## src/rtl/digit_serial_adder.sv

```systemverilog
`default_nettype none
// ============================================================================
// Module      : digit_serial_adder
// Description : Multi-cycle WIDTH-bit adder, DIGIT bits per clock, carry kept
//               in a register between digits; start/busy/done handshake.
// Revision    : 1.0 - initial release
// ============================================================================
module digit_serial_adder #(
  parameter int WIDTH  = 8,
  parameter int DIGIT  = 2,
  parameter bit SIGNED = 1'b0
) (
  input  logic             clk,
  input  logic             rst,
  input  logic             start,
  input  logic [WIDTH-1:0] in1,
  input  logic [WIDTH-1:0] in2,
  input  logic             cin,
  output logic             busy,
  output logic             done,
  output logic [WIDTH-1:0] sum,
  output logic             carry,
  output logic             overflow
);

  localparam int               NDIG     = WIDTH / DIGIT;
  localparam int               CNT_W    = $clog2(NDIG + 1);
  localparam logic [CNT_W-1:0] LAST_CNT = CNT_W'(NDIG - 1);

  generate
    if ((DIGIT < 1) || ((WIDTH % DIGIT) != 0)) begin : g_bad_digit
      $error("digit_serial_adder: WIDTH must be a non-zero multiple of DIGIT");
    end
  endgenerate

  typedef enum logic [1:0] {
    IDLE = 2'd0,
    RUN  = 2'd1,
    DONE = 2'd2
  } state_t;

  state_t             state_q, state_d;
  logic [WIDTH-1:0]   a_q, a_d;
  logic [WIDTH-1:0]   b_q, b_d;
  logic [WIDTH-1:0]   psum_q, psum_d;
  logic               c_q, c_d;
  logic [CNT_W-1:0]   cnt_q, cnt_d;
  logic [WIDTH-1:0]   sum_q, sum_d;
  logic               carry_q, carry_d;
  logic               ovf_q, ovf_d;

  logic [DIGIT:0]     dig_sum;
  logic [WIDTH-1:0]   psum_shift;
  logic               c_into_msb;

  always_comb begin
    dig_sum    = {1'b0, a_q[DIGIT-1:0]} + {1'b0, b_q[DIGIT-1:0]} + {{DIGIT{1'b0}}, c_q};
    // New digit enters at the MSB end so the last digit lands in the top slot.
    psum_shift = (psum_q >> DIGIT) | (WIDTH'(dig_sum[DIGIT-1:0]) << (WIDTH - DIGIT));
    // Recover the carry into the top bit from the sum bit and its two addend bits.
    c_into_msb = a_q[DIGIT-1] ^ b_q[DIGIT-1] ^ dig_sum[DIGIT-1];
  end

  always_comb begin
    state_d = state_q;
    a_d     = a_q;
    b_d     = b_q;
    psum_d  = psum_q;
    c_d     = c_q;
    cnt_d   = cnt_q;
    sum_d   = sum_q;
    carry_d = carry_q;
    ovf_d   = ovf_q;
    case (state_q)
      IDLE, DONE: begin
        if (start) begin
          a_d     = in1;
          b_d     = in2;
          c_d     = cin;
          psum_d  = '0;
          cnt_d   = '0;
          state_d = RUN;
        end else begin
          state_d = IDLE;
        end
      end
      RUN: begin
        a_d    = a_q >> DIGIT;
        b_d    = b_q >> DIGIT;
        c_d    = dig_sum[DIGIT];
        psum_d = psum_shift;
        cnt_d  = cnt_q + CNT_W'(1);
        if (cnt_q == LAST_CNT) begin
          sum_d   = psum_shift;
          carry_d = dig_sum[DIGIT];
          ovf_d   = SIGNED ? (c_into_msb ^ dig_sum[DIGIT]) : dig_sum[DIGIT];
          state_d = DONE;
        end
      end
      default: state_d = IDLE;
    endcase
  end

  always_ff @(posedge clk or posedge rst) begin
    if (rst) begin
      state_q <= IDLE;
      a_q     <= '0;
      b_q     <= '0;
      psum_q  <= '0;
      c_q     <= 1'b0;
      cnt_q   <= '0;
      sum_q   <= '0;
      carry_q <= 1'b0;
      ovf_q   <= 1'b0;
    end else begin
      state_q <= state_d;
      a_q     <= a_d;
      b_q     <= b_d;
      psum_q  <= psum_d;
      c_q     <= c_d;
      cnt_q   <= cnt_d;
      sum_q   <= sum_d;
      carry_q <= carry_d;
      ovf_q   <= ovf_d;
    end
  end

  assign busy     = (state_q == RUN);
  assign done     = (state_q == DONE);
  assign sum      = sum_q;
  assign carry    = carry_q;
  assign overflow = ovf_q;

endmodule
`default_nettype wire

```

## config.mk

```make
export PLATFORM = sky130hd
export DESIGN_NAME = digit_serial_adder
export DESIGN_NICKNAME = d
export VERILOG_FILES = /design/src/rtl/digit_serial_adder.sv
export SDC_FILE = /design/constraint.sdc
export NUM_CORES = 1
export LEC_CHECK = 0
export CORE_MARGIN = 8
export CORE_UTILIZATION = 40
export CTS_BUF_LIST = sky130_fd_sc_hd__clkbuf_8
export DETAILED_ROUTE_END_ITERATION = 16
export PLACE_DENSITY = 0.66
export SKIP_CTS_REPAIR_TIMING = 1
export SLEW_MARGIN = 40
export SYNTH_ARGS = -nofsm -noshare
export SYNTH_HDL_FRONTEND = slang
export SYNTH_SLANG_ARGS = --single-unit
```

## constraint.sdc

```tcl
create_clock -name clk -period 1.55 [get_ports clk]
set_input_delay 0.155 -clock clk [delete_from_list [all_inputs] [get_ports clk]]
set_output_delay 0.155 -clock clk [all_outputs]
set_load 0.005 [all_outputs]
```

Yosys cells after proc, flatten, opt, wreduce, memory -nomap -nowiden
Cells that the tools add are included.

Add/subtract/negate cells: 3. Equality and inequality tests: 5. Multiplexer cells: 13. Bitwise gates (word level): 1. Reduce and logical (&&, ||, !) cells: 5.

Operators with widths (count): $pmux W8 S2 (3); $mux W8 (3); $or A6 B8 Y8 (1); $pmux W3 S2 (1); $pmux W2 S2 (1); $reduce_and A2 Y1 (2); $add A2 B2 Y3 (1); $add A3 B1 Y3 (1); $add A3 B1 Y3 const B (1); $eq A3 B2 Y1 const B (1); $mux W3 (1); $eq A2 B1 Y1 const B (1); $eq A2 B2 Y1 const B (1); $logic_not A2 Y1 (1); $mux W1 (2); $mux W2 (1); $ne A2 B1 Y1 const B (1); $ne A2 B2 Y1 const B (1); $pmux W1 S2 (1); $reduce_bool A2 Y1 (1); $reduce_or A2 Y1 (1).

Register bits after elaboration: 39. Output and inout port bits: 12.

Logic depth before layout (Yosys ltp)
Depth in word-level cells: 4. Depth in mapped cells: 6. Gate-level depth less buffers: 5.

Least setup slack after synthesis
OpenSTA, ideal clock, no wires.

Path kind: flip-flop to flip-flop. Start: register cnt_q[0]. End: register sum_q[0], in the netlist sum[0]. Library setup time: 125 ps. Arrival: 1385 ps. Data required time: 1425 ps. Path slack: 40 ps. Cell stages (with the launch flop): 6. Path buffers: 1. Clock period less this slack: 1510 ps. Cells stage by stage: dfrtp_1 > ha_1 > ha_1 > nand3b_2 > buf_2 > mux2_2.

Word-level cells in the longest chain between the ends: 2.

RTL lines: start: declaration (line 47) `logic [CNT_W-1:0] cnt_q, cnt_d;`; start signal: assignment (line 121) `cnt_q <= cnt_d;`; $eq A3 B2 Y1 (line 93) `if (cnt_q == LAST_CNT) begin`; $reduce_and A2 Y1 (no source line); end signal: assignment (line 122) `sum_q <= sum_d;`; end: declaration (line 48) `logic [WIDTH-1:0] sum_q, sum_d;`.

No other way between the ends. A chain may end at the register's enable or synchronous reset.

Worst setup path in the final report
Start: register a_q[0]. End: register sum_q[7], in the netlist sum[7].

Word-level cells in the longest chain between the ends: 3.

RTL lines: start: declaration (line 43) `logic [WIDTH-1:0] a_q, a_d;`; start signal: assignment (line 107) `a_q <= '0;`; start signal: assignment (line 117) `a_q <= a_d;`; $add A2 B2 Y3 (line 57) `dig_sum = {1'b0, a_q[DIGIT-1:0]} + {1'b0, b_q[DIGIT-1:0]} + {{DIGIT{1'b0}}, c_q};`; $add A3 B1 Y3 (line 57); $or A6 B8 Y8 (line 59) `psum_shift = (psum_q >> DIGIT) | (WIDTH'(dig_sum[DIGIT-1:0]) << (WIDTH - DIGIT));`.

No other way between the ends.

==> results.json <==
{
  "ant_nets": 0,
  "end_kind": "flop",
  "register_area_sq_um": 926,
  "slew_headroom": 0.698,
  "max_stage_delay_ps": 540,
  "cts.sinks": 37,
  "hold-worst-slack_ps": 289,
  "synthSimpleGateAreaFrac": 0.100,
  "die_h_um": 78.4,
  "peakVddDrop_mv": 0.834,
  "start_kind": "flop",
  "area_growth_pct": 31.1,
  "drc": 0,
  "drive_gt1_frac": 0.189,
  "drv_cap": 0,
  "r2r_start": "a_q[0]$_DFFE_PP0P_",
  "slowest_stage": "fa_2",
  "cts-root-buf": "clkbuf_8",
  "startpoint": "a_q[0]$_DFFE_PP0P_",
  "synth_compound_area_frac": 0.150,
  "ys_seq_area_frac": 0.594,
  "numCtsBuffers": 5,
  "skew_ps": 2.65,
  "clkTransAtPathRegs_ps": 70,
  "cpMostUsedCell": "fa_2",
  "ys_types": 25,
  "clock_latency_ps": 280,
  "dp.cells": 203,
  "final_cells": 212,
  "drv_slew": 0,
  "synth_area_sq_um": 1560,
  "port-buffer-count": 31,
  "max_freq_mhz": 662,
  "hpwl_um": 2250,
  "cp.required_ps": 1720,
  "crit_fanout": 2,
  "synth.avg_cell_area_sq_um": 12.3,
  "die_area_sq_um": 6150,
  "grt_pass1_vias": 1209,
  "hold_path.class": "primary input to asynchronous set/reset pin",
  "place_congestion": 0.713,
  "path_cells": "inv_2 -> fa_2 -> fa_2 -> o21ai_1",
  "grt_remaining_overflow": 0,
  "finalCritPeriodShare": 0.975,
  "hold_violations": 0,
  "fp-row-count": 22,
  "multi_input_area_sq_um": 562,
  "arrival_ps": 1680,
  "synth-xor-area-share": 0,
  "crit_type": "flop to flop",
  "worst_slack_ps": 39.0,
  "tightest_slew_ps": 453,
  "nets": 188,
  "rsz0062_at_grt": "yes",
  "min_period_ps": 1510,
  "totalWireLength_um": 3140,
  "synth_mux_area_frac": 0.0506,
  "synth_top_family_by_area": "compound AO/OA/AOI/OAI gates",
  "fill_cells": 330,
  "status": "complete, no violations",
  "antenna_found_initial": 0,
  "cts_tree": "done",
  "vias_per_cell": 5.18,
  "yosys_warnings": 0,
  "synth_fp_nets": 151,
  "vias": 1098,
  "syn_inst": 127,
  "die_x_um": 78.4,
  "ys_seq_elements": 37,
  "firstDrtPassIters": 4,
  "powerDensity_nw_per_um2": 2090,
  "wire_per_inst_um": 14.8,
  "grt_pass1_wl_um": 5330,
  "io_pins": 32,
  "start_util": 0.420,
  "drt-initial-drc-count": 64,
  "grt_usage": 0.109,
  "htreeDepth": 2,
  "grt_max_degree": 38,
  "finalSetupViolations": 0,
  "p_leak_nw": 0.939,
  "core_area_sq_um": 3720,
  "n_antenna_cell": 0,
  "post-place-ws_ps": -37.1,
  "cts_max_path_buffers": 2,
  "synth-adder-area-share": 0.0417
}
==> routing by layer <==
| layer | track usage | vias to the layer above | wire, um |
|---|---|---|---|
| li1 | - | 525 | - |
| met1 | 0.118 | 530 | 1340 |
| met2 | 0.181 | 36 | 1520 |
| met3 | 0.0410 | 7 | 217 |
| met4 | 0.0556 | 0 | 55 |
| met5 | 0 | - | 0 |
==> worst max-delay path: cells and delay by family, from the launching register on <==
family / cells / cell delay, ps
DFF: 1 / 340
adders and majority gates: 2 / 920
AOI/OAI and AO/OA: 1 / 80
buffers and inverters: 1 / 50
==> synth_stat cells (all sizes together) <==
| master | count | share of area |
|---|---|---|
| nor2b | 1 | 0.0040 |
| inv | 9 | 0.026 |
| a22o | 9 | 0.051 |
| fa | 2 | 0.026 |
| a221oi | 1 | 0.0056 |
| nand2b | 2 | 0.0096 |
| o2bb2ai | 3 | 0.017 |
| nand2 | 3 | 0.0072 |
| ha | 2 | 0.016 |
| nor2 | 11 | 0.037 |
| o22ai | 12 | 0.048 |
| mux2 | 7 | 0.051 |
| nand3 | 1 | 0.0032 |
| dfrtp | 37 | 0.59 |
| nor3 | 8 | 0.026 |
| nand3b | 1 | 0.0072 |
| and2b | 1 | 0.0064 |
| o21ai | 5 | 0.016 |
| buf | 8 | 0.037 |
| a21oi | 4 | 0.013 |
==> flip-flops by register name, indices dropped and copies added (netlist names) <==
signal	flops
a_q	8
b_q	8
sum	8
psum_q	6
cnt_q	3
state_q	2
c_q	1
overflow	1
==> worst paths after layout <==
kind,slack [ps],to,depth (start not counted)
hold reg to reg,490,sum[6]$_DFFE_PP0P_,2
setup / recovery,40,sum[7]$_DFFE_PP0P_,4
min in group clk,480,a_q[3]$_DFFE_PP0P_,3
setup reg to reg,40,sum[7]$_DFFE_PP0P_,4
hold / removal,290,psum_q[5]$_DFFE_PP0P_,3
max in group asynchronous,940,sum[0]$_DFFE_PP0P_,3
==> power breakdown <==
part           switching, W  internal (W)
clock network      0.000305      0.000346
logic              0.000945       0.00103
registers          0.000236       0.00142
total               0.00149       0.00279
==> layout make-up <==
| type | instances | share of cell area |
|---|---|---|
| Tap cell | 48 | 0.0294 |
| Clock buffer | 6 | 0.0404 |
| Timing Repair Buffer | 38 | 0.180 |
| Sequential cell | 37 | 0.453 |
| Inverter | 9 | 0.0202 |
| Clock inverter | 1 | 0.00184 |
| Multi-Input combinational cell | 73 | 0.275 |
==> cells in the final DEF, fill, tap and decap left out <==
master	netlist	routed
ha_1	2	2
nand3_1	1	1
nand2b_4	0	1
mux2_2	7	7
nand2_1	3	3
clkbuf_8	0	6
nor3_1	8	8
a221oi_2	0	1
o21ai_0	5	4
nand3b_4	0	1
o2bb2ai_1	3	3
nor2_8	1	1
o22ai_1	12	12
and2b_4	1	1
nor2_1	10	10
dfrtp_1	37	37
a21oi_1	4	4
inv_1	8	7
fa_2	0	2
a22o_1	9	9
nand2b_2	1	1
clkdlybuf4s50_1	0	29
dlymetal6s2s_1	0	2
nor2b_1	1	1
inv_2	0	2
inv_8	1	1
buf_4	2	7
o21ai_1	0	1
==> cell families (layout without fill, tap and decap cells) <==
family                   Yosys count  count (layout)
adder cells (fa/ha/maj)            4               4
buffers and inverters             17              54
multiplexers                       7               7
AND/OR/NAND/NOR                   28              28
flip-flops                        37              37
AO/OA/AOI/OAI                     34              34
==> per-stage QoR <==
stage               power [W]  cell area (sq um)  utilization  TNS (ps)
floorplan             0.00295               1560            -         0
global placement      0.00347               1910        0.514         0
detailed placement    0.00357               1910        0.514     -52.7
CTS                   0.00422               2000        0.537      -283
global route          0.00463               2040        0.550     -14.4
finish                0.00428               2040        0.550         0
(Power assumes the default switching activity.)
